[src/rtl/par_to_ser.sv]
// Byte-burst to serial framer: alternating preamble, then each buffered byte MSB-first.
// Define PAR_TO_SER_PARITY_EN to append an even-parity bit after every byte.
//
// state | meaning
// IDLE  | waiting for the first byte of a burst
// PRE   | sending the alternating preamble
// DATA  | shifting bytes out; holds with en_o=0 if the FIFO runs dry while the burst is open
// DONE  | one idle cycle with busy_o low before returning to IDLE
module par_to_ser #(
  parameter int PREAMBLE = 6,
  parameter int DEPTH    = 8
) (
  input  logic       clk_i,
  input  logic       rst_i,
  input  logic       en_i,
  input  logic [7:0] prl_data_i,
  output logic       ser_data_o,
  output logic       en_o,
  output logic       busy_o
);

  localparam int AW = $clog2(DEPTH);

  localparam logic [1:0] IDLE = 2'd0;
  localparam logic [1:0] PRE  = 2'd1;
  localparam logic [1:0] DATA = 2'd2;
  localparam logic [1:0] DONE = 2'd3;

`ifdef PAR_TO_SER_PARITY_EN
  localparam logic [3:0] FIRST_IDX = 4'd8;
`else
  localparam logic [3:0] FIRST_IDX = 4'd7;
`endif

  logic [1:0]    state;
  logic [7:0]    mem [DEPTH];
  logic [AW:0]   wr_ptr, rd_ptr;
  logic [5:0]    pre_cnt;
  logic          pre_bit;
  logic [7:0]    sh;
  logic [3:0]    bit_cnt;
  logic          loaded;
  logic          burst_open;
  logic          ignore;

  logic          empty, full, accept, push, pop, burst_live, last_bit, cur_bit;
  logic [7:0]    head;

  always_comb begin
    empty      = (wr_ptr == rd_ptr);
    full       = (wr_ptr[AW] != rd_ptr[AW]) && (wr_ptr[AW-1:0] == rd_ptr[AW-1:0]);
    head       = mem[rd_ptr[AW-1:0]];
    accept     = (state == IDLE) && en_i && !ignore;
    push       = en_i && (accept || burst_open) && !full;
    burst_live = burst_open && en_i;
    last_bit   = (bit_cnt == 4'd0);
    pop        = 1'b0;
    if (state == PRE && pre_cnt == 6'd0 && !empty)
      pop = 1'b1;
    else if (state == DATA && (!loaded || last_bit) && !empty)
      pop = 1'b1;
  end

`ifdef PAR_TO_SER_PARITY_EN
  logic [3:0] data_idx;
  always_comb begin
    data_idx = bit_cnt - 4'd1;
    cur_bit  = last_bit ? ^sh : sh[data_idx[2:0]];
  end
`else
  always_comb begin
    cur_bit = sh[bit_cnt[2:0]];
  end
`endif

  // Storage needs no reset: the pointers define what is valid.
  always_ff @(posedge clk_i) begin
    if (push)
      mem[wr_ptr[AW-1:0]] <= prl_data_i;
  end

  always_ff @(posedge clk_i or negedge rst_i) begin
    if (!rst_i) begin
      state      <= IDLE;
      wr_ptr     <= '0;
      rd_ptr     <= '0;
      pre_cnt    <= '0;
      pre_bit    <= 1'b0;
      sh         <= '0;
      bit_cnt    <= '0;
      loaded     <= 1'b0;
      burst_open <= 1'b0;
      ignore     <= 1'b0;
      ser_data_o <= 1'b0;
      en_o       <= 1'b0;
      busy_o     <= 1'b0;
    end else begin
      if (push) wr_ptr <= wr_ptr + 1'b1;
      if (pop)  rd_ptr <= rd_ptr + 1'b1;
      burst_open <= accept ? 1'b1 : burst_live;
      // A burst starting while busy is swallowed until en_i drops, even past DONE.
      if (!en_i)
        ignore <= 1'b0;
      else if (busy_o && !burst_open)
        ignore <= 1'b1;

      case (state)
        IDLE: begin
          en_o       <= 1'b0;
          ser_data_o <= 1'b0;
          if (accept) begin
            busy_o  <= 1'b1;
            pre_cnt <= 6'(PREAMBLE - 1);
            pre_bit <= 1'b1;
            state   <= PRE;
          end
        end
        PRE: begin
          en_o       <= 1'b1;
          ser_data_o <= pre_bit;
          pre_bit    <= ~pre_bit;
          if (pre_cnt == 6'd0) begin
            sh      <= head;
            bit_cnt <= FIRST_IDX;
            loaded  <= 1'b1;
            state   <= DATA;
          end else begin
            pre_cnt <= pre_cnt - 6'd1;
          end
        end
        DATA: begin
          if (loaded) begin
            en_o       <= 1'b1;
            ser_data_o <= cur_bit;
            if (!last_bit) begin
              bit_cnt <= bit_cnt - 4'd1;
            end else if (!empty) begin
              sh      <= head;
              bit_cnt <= FIRST_IDX;
            end else begin
              loaded <= 1'b0;
              if (!burst_live) state <= DONE;
            end
          end else begin
            en_o       <= 1'b0;
            ser_data_o <= 1'b0;
            if (!empty) begin
              sh      <= head;
              bit_cnt <= FIRST_IDX;
              loaded  <= 1'b1;
            end else if (!burst_live) begin
              state <= DONE;
            end
          end
        end
        default: begin
          en_o       <= 1'b0;
          ser_data_o <= 1'b0;
          busy_o     <= 1'b0;
          state      <= IDLE;
        end
      endcase
    end
  end

endmodule

[config.mk]
export PLATFORM = sky130hd
export DESIGN_NAME = par_to_ser
export DESIGN_NICKNAME = d
export VERILOG_FILES = /design/src/rtl/par_to_ser.sv
export SDC_FILE = /design/constraint.sdc
export NUM_CORES = 1
export LEC_CHECK = 0
export CORE_ASPECT_RATIO = 1.75
export CORE_MARGIN = 2
export CORE_UTILIZATION = 40
export DETAILED_ROUTE_END_ITERATION = 8
export PLACE_DENSITY_LB_ADDON = 0.08
export SYNTH_ARGS = -nofsm -noshare
export SYNTH_HDL_FRONTEND = slang
export SYNTH_SLANG_ARGS = --single-unit
[constraint.sdc]
create_clock -name clk_i -period 2.9 [get_ports clk_i]
set_input_delay 0.58 -clock clk_i [delete_from_list [all_inputs] [get_ports clk_i]]
set_output_delay 0.58 -clock clk_i [all_outputs]
set_load 0.03 [all_outputs]
# Word-level counts from Yosys, hierarchy flattened
# Memories as Yosys holds them, arrays and structs flattened.
# Cells that the tools add are included.
classes:
  bitwise: 2
  eq_ne: 10
  n_lt_le_gt_ge: 1
  n_mux: 41
  addsub: 4
  reduce_logical: 30
op_table:
  columns: ["operator", "n"]
  rows:
  - ["8-bit 2-to-1 mux", 4]
  - ["4-bit 2-to-1 mux", 4]
  - ["8-bit case mux with 2 select lines", 1]
  - ["1-bit 2-to-1 mux", 15]
  - ["2-bit 2-to-1 mux", 6]
  - ["6-bit 2-to-1 mux", 2]
  - ["6-bit case mux with 2 select lines", 1]
  - ["1-bit logical AND", 11]
  - ["1-bit case mux with 2 select lines", 5]
  - ["3-bit AND reduction", 3]
  - ["4-bit by 1-bit adder with 4-bit output (second input constant)", 2]
  - ["4-bit case mux with 2 select lines", 1]
  - ["6-bit zero test", 1]
  - ["2-bit case mux with 3 select lines", 1]
  - ["2-bit AND reduction", 3]
  - ["6-bit by 1-bit subtractor with 6-bit output (second input constant)", 1]
  - ["1-bit zero test", 5]
  - ["4-bit == test", 1]
  - ["4-bit zero test", 1]
  - ["3-bit by 4-bit less-than comparator with 1-bit output (second input constant)", 1]
  - ["2-bit by 1-bit != test with 1-bit output (second input constant)", 2]
  - ["2-bit != test (second input constant)", 2]
  - ["2-bit nonzero test", 2]
  - ["4-bit by 1-bit subtractor with 4-bit output (second input constant)", 1]
  - ["other kinds (10)", 12]
word_totals:
  register_bits: 35
  input_bits: 11
  mem_count: 1
  ramBits: 64
  out_inout_bits: 3
memory_table:
  columns: ["name", "words", "width", "rd", "rd_ports_with_merged_regs", "wr", "line_no", "source"]
  rows:
  - ["mem", 8, 8, 1, 0, 1, "36", "logic [7:0] mem [DEPTH];"]

# Depth between registers and ports, before layout
# Gate-level depths: netlist (run 1).
logic_depth:
  depth_word: 8
  depth_mapped: 8
  ltp_nobuf: 7

# Worst setup path before layout (run 1)
# OpenSTA, ideal clock, no wires.
synth_timing:
  kind: "register to register"
  start: "register state[0]"
  end: "memory mem[2][0] (enable)"
  path_stages_with_launch: 8
  setup_time_ns: 0.385
  path_buffers: 0
  t_required_ns: 2.515
  period_less_slack_ns: 2.346
  setup_slack_ns: 0.554
  arrival_time_ns: 1.961
  path_cell_list: "dfrtp_1 -> inv_1 -> ha_1 -> nor2b_1 -> o21a_1 -> o31a_1 -> nand2b_1 -> nor3b_1"
synth_between:
  elab_chain_cells: 8
synth_lines:
  columns: ["element", "line_no", "source"]
  rows:
  - ["start, declared", "35", "logic [1:0] state;"]
  - ["start signal, assigned", "84", "state <= IDLE;"]
  - ["start signal, assigned", "115", "state <= PRE;"]
  - ["start signal, assigned", "126", "state <= DATA;"]
  - ["2-bit zero test", "53", "accept = (state == IDLE) && en_i && !ignore;"]
  - ["1-bit logical AND (2 in a row)", "53", null]
  - ["1-bit logical OR", "54", "push = en_i && (accept || burst_open) && !full;"]
  - ["1-bit logical AND (2 in a row)", "54", null]
  - ["1-bit 2-to-1 mux", "78", "if (push)"]
  - ["1-bit 2-to-1 mux (not written as such)", "79", "mem[wr_ptr[AW-1:0]] <= prl_data_i;"]
  - ["end, declared", "36", null]
# No other way between the ends.

# Final worst setup path (run 1)
layout_timing:
  start: "register state[0]"
  end: "memory mem[2][7] (enable)"
# Same word-level chain as after synthesis.

==> results of run 1 <==
==> worst reg2reg max path: stages (launching register included) <==
cell,delay [ns]
sky130_fd_sc_hd__dfrtp_1,0.40
sky130_fd_sc_hd__inv_1,0.11
sky130_fd_sc_hd__ha_1,0.45
sky130_fd_sc_hd__nor2b_1,0.20
sky130_fd_sc_hd__o21a_1,0.14
sky130_fd_sc_hd__o31a_1,0.28
sky130_fd_sc_hd__nand2b_1,0.16
sky130_fd_sc_hd__nor3b_1,0.22
sky130_fd_sc_hd__buf_4,0.21
==> worst paths after layout <==
path                            from    endpoint  slack, ns  cells past startpoint
setup / recovery            state[0]   mem[2][7]       0.43                      8
hold / removal                 rst_i  pre_cnt[3]       0.33                      1
setup reg to reg            state[0]   mem[2][7]       0.43                      8
hold reg to reg            wr_ptr[3]   wr_ptr[3]       0.50                      1
max in group asynchronous      rst_i  bit_cnt[2]       2.07                      1
min in group clk_i         wr_ptr[3]   wr_ptr[3]       0.50                      1
==> synthesized netlist by cell type, drive strengths merged (2+ instances only) <==
cell	n	area share, %
mux2	3	0.76
ha	9	2.5
nand2b	2	0.28
a21oi	16	2.0
mux2i	10	2.2
mux4	18	9.4
o21bai	2	0.34
nor2b	4	0.56
xnor2	7	1.4
o21ai	9	1.1
nor3	10	1.1
or2b	2	0.36
nand3	3	0.34
inv	9	0.76
nor3b	6	1.0
buf	8	1.7
o21a	5	1.0
or3	2	0.28
dfrtp	35	20
edfxtp	64	43
nor2	21	1.8
clkbuf	5	0.87
xor2	7	1.7
nand2	11	0.98
==> metrics by stage <==
stage | instance area, um2 | power (uW) | hold WS, ns
2_1_floorplan | 4460 | 3750 | 0.284
3_3_place_gp | 4720 | 4100 | 0.484
3_5_place_dp | 4720 | 4150 | 0.487
4_1_cts | 5040 | 5450 | 0.357
5_1_grt | 5040 | 5720 | 0.399
6_report | 5040 | 5350 | 0.325
==> routing by layer <==
layer  GRT usage (%)  up-vias  part of all wire (%)
li1                -     1142                     -
met1            14.4     1151                    38
met2            27.4       19                    58
met3            2.76        8                   2.0
met4            6.37        0                   1.8
met5               0        -                     0
==> cells by family after synthesis <==
group | count (synthesis) | share of synthesized area (%)
fa+ha+maj | 9 | 2.52
flops | 99 | 62.7
simple gates | 68 | 8.27
buf+inv | 22 | 3.31
mux | 31 | 12.4
compound gates | 46 | 7.74
xor+xnor | 14 | 3.08
==> flip-flops by register name, summed over array words and instances (netlist names) <==
name and count:
sh 8, rd_ptr 4, wr_ptr 4, state 2
bit_cnt 4, loaded 1, en_o 1, mem 64
burst_open 1, ser_data_o 1, busy_o 1, pre_bit 1
pre_cnt 6, ignore 1
==> power groups by stage <==
stage | Sequential, uW | Combinational (uW) | Clock, uW
floorplan | 2030 | 1720 | 0
global placement | 2120 | 1990 | 0
detailed placement | 2120 | 2030 | 0
CTS | 2090 | 2040 | 1320
global route | 2130 | 2220 | 1370
finish | 2080 | 1990 | 1270
==> layout make-up <==
| class | count | area share, % |
|---|---|---|
| repair buffers | 23 | 3.97 |
| flip-flops and latches | 99 | 55.5 |
| clock inverters | 6 | 1.94 |
| inverters | 9 | 0.670 |
| clock buffers | 10 | 4.54 |
| well taps | 132 | 3.28 |
| multi-input cells | 168 | 30.1 |
==> metrics.yaml, run 1 <==
worst_setup_path_end_kind: "flip-flop"
worst-endpoint-required_ns: 2.94
cp.arrival_ns: 2.51
power_frac_clock_pct: 23.8
grt_pass1_wl_mm: 12.8
fp.dieArea_um2: 12100
placed_cells: 431
postCtsHoldBufs: 0
floorplan.io_pins: 14
final_core_util_pct: 45.9
drt_wl_total_mm: 7.81
cellInternalPower_uw: 3520
number_of_global_route_vias_before_repair: 2496
worst_margin_pin_slew_ns: 0.792
crit_path_max_fanout: 12
overall_global_routing_usage_pct: 14.1
drt_drc_violations_left: 0
detail-route-antenna-nets: 0
final_net_count: 330
cp-start-kind: "flip-flop"
ys_dominant_reg_cell: "sky130_fd_sc_hd__edfxtp_1"
critPathBufInv: 2
fillCellCount: 1004
clk_path_buf_depth: 2
ys_types: 56
syn_nets: 309
critical_path.slowest_cell: "sky130_fd_sc_hd__ha_1"
grt_remaining_overflow: 0
power_frac_seq_pct: 38.9
multi_input_comb_area_um2: 1520
fp.dieW_um: 83.9
synth_sequential_area_ratio_pct: 62.7
ctsRootBufferMaster: "sky130_fd_sc_hd__clkbuf_16"
fraction_of_final_layout_cells_with_drive_strength_greater_than_1_pct: 17.1
final_weighted_congestion_in_routability_driven_placement: 0.754
final.setup.tns_ns: 0
setup-violations-final: 0
maxCapViolCount: 0
area_growth_from_synthesis_to_layout_pct: 12.9
core_region_area_um2: 11000
postLayoutSetupSlackWorst_ns: 0.434
edff_count_synth: 64
power.combinational.fraction_pct: 37.2
final_cell_count_no_fill: 447
grt_antenna_before_repair: 0
setup.worst_path.class: "flip-flop to flip-flop"
synth.cell_area_um2: 4460
cell_chain_of_the_critical_path: "inv_1 -> ha_1 -> nor2b_1 -> o21a_1 -> o31a_1 -> nand2b_1 -> nor3b_1 -> buf_4"
layout_common_cells: "sky130_fd_sc_hd__edfxtp_1, sky130_fd_sc_hd__dfrtp_1, sky130_fd_sc_hd__nor2_1"
clock_tree.htree_level_count: 3
status: "completed"
min_delay_worst_type: "input port to asynchronous set/reset pin"
ys_warn_count: 0
layout_commonest_cell: "sky130_fd_sc_hd__edfxtp_1"
cts_post_setup_buffers_inserted: 0
post-place-ws_ns: 0.410
place_hpwl_mm: 5.65
power.switching_fraction_pct: 34.2
ir_worst_vdd_v: 0.000471
ys_seq_elements: 99
antenna_cells_inserted: 0
routedWlPerCell_um: 17.5
drt_first_pass_iters: 4
largest_net_degree_at_the_start_of_global_routing: 36
max_freq_mhz: 406
period_minus_slack_ns: 2.47
avgViaCountPerCell: 5.19
seq_area_um2: 2800
grt_setup_unrepaired: "false"
max_stage_delay_ns: 0.45
p_sw_uw: 1830
drt_iter0_markers: 61
core.rowCount: 51
die_height_um: 144
tritoncts.num_buffers: 9
slew_viol_final: 0
clock_sinks: 99
cpLargestDelayFamily: "simple AND/OR/NAND/NOR gates"
finalHoldViolations: 0
synthesis.instances: 289
placement.io_buffers: 13
clk_pin_slew_ns: 0.07
total_leakage_power_uw: 0.00184
synth_async_sr_flop_share_pct: 35.4
timing.slew.headroom_pct: 47.2
cts_resized: 0
initial_core_util_pct: 40.7
period_share_pct: 85.0
routed-via-count: 2320
fin_worst_skew_ns: 0.00552
mean_area_per_synthesized_cell_um2: 15.4
tritoncts: "done"
worstSkewPairLatency_ns: 0.33
power_density_nw_per_um2: 1060
(Power assumes the default switching activity.)
==> run 2: changes to the inputs <==
--- a/config.mk
+++ b/config.mk
@@ -9,7 +9,9 @@
 export CORE_MARGIN = 2
 export CORE_UTILIZATION = 40
 export DETAILED_ROUTE_END_ITERATION = 8
+export HOLD_SLACK_MARGIN = 0.15
 export PLACE_DENSITY_LB_ADDON = 0.08
+export REMOVE_ABC_BUFFERS = 1
 export SYNTH_ARGS = -nofsm -noshare
 export SYNTH_HDL_FRONTEND = slang
 export SYNTH_SLANG_ARGS = --single-unit
==> metrics.yaml, run 2 (synthesis gave the netlist of run 1 again) <==
largest_net_degree_at_the_start_of_global_routing: 36  # unchanged
multi_input_comb_area_um2: 1520  # unchanged
worstReg2RegStart: "pre_cnt[0]"
slew_viol_final: 0  # unchanged
clock_sinks: 99  # unchanged
grt_remaining_overflow: 0  # unchanged
core_region_area_um2: 11000  # unchanged
placement.io_buffers: 13  # unchanged
place_hpwl_mm: 5.87  # +3.8%
worst-endpoint-required_ns: 3.12  # +0.18 ns
setup.worst_path.class: "flip-flop to flip-flop"
core.rowCount: 51  # unchanged
area_growth_from_synthesis_to_layout_pct: 13.3
tritoncts.num_buffers: 9  # unchanged
clock_tree.htree_level_count: 3  # unchanged
status: "completed"
grt_setup_unrepaired: "false"
grt_pass1_wl_mm: 13.1  # +2.9%
antenna_cells_inserted: 0  # unchanged
worstSkewPairLatency_ns: 0.34  # about the same
crit_cells: 7  # -1
postCtsHoldBufs: 0  # unchanged
reg2reg_to: "state[1]"
tritoncts: "done"
timing.critical_path.from: "pre_cnt[0]"
cp.arrival_ns: 2.48  # -0.03 ns
cp-start-kind: "flip-flop"
cell_chain_of_the_critical_path: "inv_1 -> ha_1 -> or2b_2 -> o21ai_2 -> o21ai_0 -> a221oi_4 -> mux2_1"
min_delay_worst_type: "input port to asynchronous set/reset pin"
max_freq_mhz: 442  # +9.1%
fp.dieW_um: 83.9  # unchanged
max_stage_delay_ns: 0.41  # -0.04 ns
total_leakage_power_uw: 0.00186  # +0.92%
ir_worst_vdd_v: 0.000417  # -11%
critPathBufInv: 1  # -1
largest_register_ffs: 64  # unchanged
setup-violations-final: 0  # unchanged
clk_path_buf_depth: 2  # unchanged
initial_core_util_pct: 40.7  # unchanged
maxCapViolCount: 0  # unchanged
fraction_of_final_layout_cells_with_drive_strength_greater_than_1_pct: 18.2  # +1.1 points
drt_drc_violations_left: 0  # unchanged
routed-via-count: 2370  # +2.2%
cts_post_setup_buffers_inserted: 0  # unchanged
fillCellCount: 973  # -3.1%
die_height_um: 144  # unchanged
avgViaCountPerCell: 5.27  # +1.5%
floorplan.io_pins: 14  # unchanged
worst-r2r-cell-count: 7  # -1
ctsRootBufferMaster: "sky130_fd_sc_hd__clkbuf_16"
cts_resized: 0  # unchanged
overall_global_routing_usage_pct: 14.6  # +0.46 points
p_total_uw: 5370  # +0.47%
fp.dieArea_um2: 12100  # unchanged
drt_first_pass_iters: 4  # unchanged
layout_common_cells: "sky130_fd_sc_hd__edfxtp_1, sky130_fd_sc_hd__dfrtp_1, sky130_fd_sc_hd__nor2_1"
period_minus_slack_ns: 2.26  # -0.205 ns
cpLargestDelayFamily: "compound AO/OA/AOI/OAI gates"
critPathCapture: "state[1]"
grt_antenna_before_repair: 0  # unchanged
timing.slew.headroom_pct: 46.0  # -1.2 points
crit_path_max_fanout: 5  # -7
period_share_pct: 77.9  # -7.1 points
finalHoldViolations: 0  # unchanged
r2r_setup_slack_ns: 0.64  # +0.21 ns
worst_margin_pin_slew_ns: 0.810  # +0.0183 ns
critical_path.slowest_cell: "sky130_fd_sc_hd__dfrtp_1"
placed_area_um2: 4740  # +0.48%
final_net_count: 333  # +0.91%
final_weighted_congestion_in_routability_driven_placement: 0.764  # +1.3%
power_density_nw_per_um2: 1060  # +0.12%
layout_commonest_cell: "sky130_fd_sc_hd__edfxtp_1"
detail-route-antenna-nets: 0  # unchanged
routedWlPerCell_um: 18.1  # +3.6%
worst_setup_path_end_kind: "flip-flop"
drt_wl_total_mm: 8.14  # +4.3%
final.setup.tns_ns: 0  # unchanged
design_area_um2: 5060  # +0.35%
number_of_global_route_vias_before_repair: 2457  # -1.6%
seq_area_um2: 2800  # unchanged
fin_worst_skew_ns: 0.00648  # +0.000968 ns
drt_iter0_markers: 90  # +48%
clk_pin_slew_ns: 0.07  # about the same
run 2: through the flow:
step	worst slack (ns)	hold WS, ns	util, %	instances
after floorplan	0.249	0.284	-	276
after global placement	0.459	0.478	43.2	434
after detailed placement	0.443	0.482	43.2	434
after CTS	0.597	0.360	46.1	450
after global routing	0.418	0.387	46.1	450
final	0.640	0.324	46.1	450
run 2: per-layer routing:
layer  track usage, %  routed length (um)  up-vias  share of wire, %
met5                0                   0        -                 0
met1             15.7                3220     1198                40
met4             6.96                 168        0               2.1
met2             27.7                4610       22                57
li1                 -                   -     1139                 -
met3             2.18                 145       11               1.8
run 2: final cells by class:
class | instances | share of cell area, %
sequential | 99 | 55.3
multi-input combinational | 168 | 30.0
clock buffer | 9 | 4.45
timing repair buffer | 26 | 4.40
tap | 132 | 3.26
clock inverter | 7 | 1.90
inverter | 9 | 0.668
run 2: worst min path at each step:
stage,to,slack [ns],cells past startpoint
3_3_place_gp,wr_ptr[3],0.48,1
2_1_floorplan,bit_cnt[0],0.28,0
6_report,pre_cnt[2],0.32,1
3_5_place_dp,wr_ptr[3],0.48,1
5_1_grt,pre_cnt[2],0.39,1
4_1_cts,pre_cnt[2],0.36,1
run 2: where the power goes:
part | switching (uW) | internal [uW]
Sequential | 255 | 1830
Combinational | 1050 | 948
Clock | 524 | 762
Total | 1830 | 3540
==> run 3: changes to the inputs <==
==> constraint.sdc (replaced) <==
create_clock -name clk_i -period 1.81 [get_ports clk_i]
set_input_delay 0.362 -clock clk_i [delete_from_list [all_inputs] [get_ports clk_i]]
set_output_delay 0.362 -clock clk_i [all_outputs]
set_load 0.03 [all_outputs]
==> metrics.yaml, run 3 (synthesis gave the netlist of run 1 again) <==
status: "complete, but fails checks"
violations: "setup timing"
maxCapViolCount: 0  # unchanged
max_stage_delay_ns: 0.40  # about the same
place_hpwl_mm: 6.34  # +8.0%
core.rowCount: 51  # unchanged
total_leakage_power_uw: 0.00221  # +19%
area_growth_from_synthesis_to_layout_pct: 29.2
drt_first_pass_iters: 6  # +2
floorplan.io_pins: 14  # unchanged
postLayoutSetupSlackWorst_ns: -0.137  # -0.777 ns
drt_iter0_markers: 72  # -20%
fin_worst_skew_ns: 0.00654  # +0.0000573 ns
worstReg2RegStart: "state[1]"
worst-r2r-cell-count: 8  # +1
worst_setup_path_end_kind: "flip-flop"
clock_tree.htree_level_count: 3  # unchanged
antenna_cells_inserted: 0  # unchanged
reg2reg_to: "mem[7][7]"
cpLargestDelayFamily: "flip-flops"
power.switching_fraction_pct: 34.7  # +0.61 points
setup-violations-final: 58  # +58
fp.dieArea_um2: 12100  # unchanged
max_freq_mhz: 514  # +16%
worst_margin_pin_slew_ns: 0.415  # -0.395 ns
overall_global_routing_usage_pct: 15.3  # +0.68 points
slew_viol_final: 0  # unchanged
tritoncts: "done"
multi_input_comb_area_um2: 1740  # +14%
timing.slew.headroom_pct: 72.3  # +26 points
number_of_global_route_vias_before_repair: 2762  # +12%
fillCellCount: 963  # -1.0%
crit_path_max_fanout: 9  # +4
placement.io_buffers: 13  # unchanged
finalHoldViolations: 0  # unchanged
routed-via-count: 2617  # +10%
power_frac_clock_pct: 18.6  # -5.3 points
critical_path.slowest_cell: "sky130_fd_sc_hd__dfrtp_1"
clock_sinks: 99  # unchanged
cp-start-kind: "flip-flop"
routedWlPerCell_um: 16.7  # -7.5%
p_sw_uw: 3440  # +88%
layout_common_cells: "sky130_fd_sc_hd__edfxtp_1, sky130_fd_sc_hd__buf_4, sky130_fd_sc_hd__dfrtp_1"
ir_worst_vdd_v: 0.000802  # +92%
seq_area_um2: 2800  # about the same
final_net_count: 393  # +18%
grt_remaining_overflow: 0  # unchanged
timing.critical_path.from: "state[1]"
cellInternalPower_uw: 6460  # +83%
grt_antenna_before_repair: 0  # unchanged
initial_core_util_pct: 40.7  # unchanged
final_weighted_congestion_in_routability_driven_placement: 0.772  # +1.0%
final.setup.tns_ns: -5.05  # -5.05 ns
grt_setup_unrepaired: "true"
worstSkewPairLatency_ns: 0.34  # about the same
clk_pin_slew_ns: 0.07  # about the same
detail-route-antenna-nets: 0  # unchanged
power.combinational.fraction_pct: 48.6  # +11 points
fp.dieW_um: 83.9  # unchanged
drt_wl_total_mm: 8.54  # +4.9%
fraction_of_final_layout_cells_with_drive_strength_greater_than_1_pct: 39.4  # +21 points
r2r_setup_slack_ns: -0.14  # -0.78 ns
grt_pass1_wl_mm: 13.9  # +6.0%
avgViaCountPerCell: 5.13  # -2.6%
ctsRootBufferMaster: "sky130_fd_sc_hd__clkbuf_16"
die_height_um: 144  # unchanged
cp.arrival_ns: 2.00  # -0.48 ns
largest_net_degree_at_the_start_of_global_routing: 20  # -44%
clk_path_buf_depth: 2  # unchanged
final_core_util_pct: 52.5  # +6.4 points
worst-endpoint-required_ns: 1.87  # -1.25 ns
power_frac_seq_pct: 32.8  # -6.0 points
largest_register_ffs: 64  # unchanged
power_density_nw_per_um2: 1720  # +62%
setup.worst_path.class: "flip-flop to flip-flop"
min_delay_worst_type: "input port to asynchronous set/reset pin"
layout_commonest_cell: "sky130_fd_sc_hd__edfxtp_1"
critPathBufInv: 3  # +2
drt_drc_violations_left: 0  # unchanged
period_minus_slack_ns: 1.95  # -0.313 ns
core_region_area_um2: 11000  # unchanged
period_share_pct: 108  # +30 points
cell_chain_of_the_critical_path: "inv_2 -> ha_4 -> nor2b_4 -> o21a_1 -> o31a_1 -> buf_4 -> and4_4 -> buf_12"
tritoncts.num_buffers: 9  # unchanged
-- run 3: cell type report --
type | instances | share of cell area, %
clock buffer | 9 | 3.91
sequential | 99 | 48.5
tap | 132 | 2.86
inverter | 9 | 0.586
timing repair buffer | 86 | 12.8
multi-input combinational | 168 | 30.1
clock inverter | 7 | 1.17
-- run 3: worst max-delay path by stage --
stage	end	slack, ns	cells after the start
5_1_grt	mem[5][0]	-0.19	8
6_report	mem[7][7]	-0.14	8
3_5_place_dp	mem[2][4]	-0.27	6
4_1_cts	mem[0][7]	-0.15	8
3_3_place_gp	mem[2][1]	-0.28	6
2_1_floorplan	mem[2][0]	-0.84	4
-- run 3: routing by layer --
metal	part of all wire (%)	vias to the layer above	global-route usage [%]
met3	2.4	10	3.10
li1	-	1263	-
met4	1.9	0	4.84
met2	61	31	31.3
met5	0	-	0
met1	35	1313	14.8
-- run 3: what timing repair did --
action	in CTS	in global routing
resized for setup	28	29
pin swaps	6	17
setup buffers	3	6
endpoints found under the hold margin	16	0
endpoints found under the setup margin	81	82
hold buffers	1	0
-- run 3: power by group through the flow --
stage / Combinational, uW / Sequential (uW) / Clock, uW
3_3_place_gp: 4190 / 3250 / 0
6_report: 4810 / 3240 / 1850
4_1_cts: 4550 / 3240 / 1910
2_1_floorplan: 2290 / 3480 / 0
3_5_place_dp: 4250 / 3270 / 0
5_1_grt: 5230 / 3310 / 2000
-- run 3: metrics by stage --
step / cell area, um2 / cells / hold WS, ns / setup slack [ns] / power [uW]
final: 5770 / 510 / 0.485 / -0.137 / 9900
after floorplan: 4350 / 276 / 0.0664 / -0.841 / 5760
after global placement: 5150 / 485 / 0.323 / -0.277 / 7440
after CTS: 5590 / 505 / 0.501 / -0.155 / 9700
after global routing: 5770 / 510 / 0.526 / -0.190 / 10500
after detailed placement: 5150 / 485 / 0.327 / -0.269 / 7510
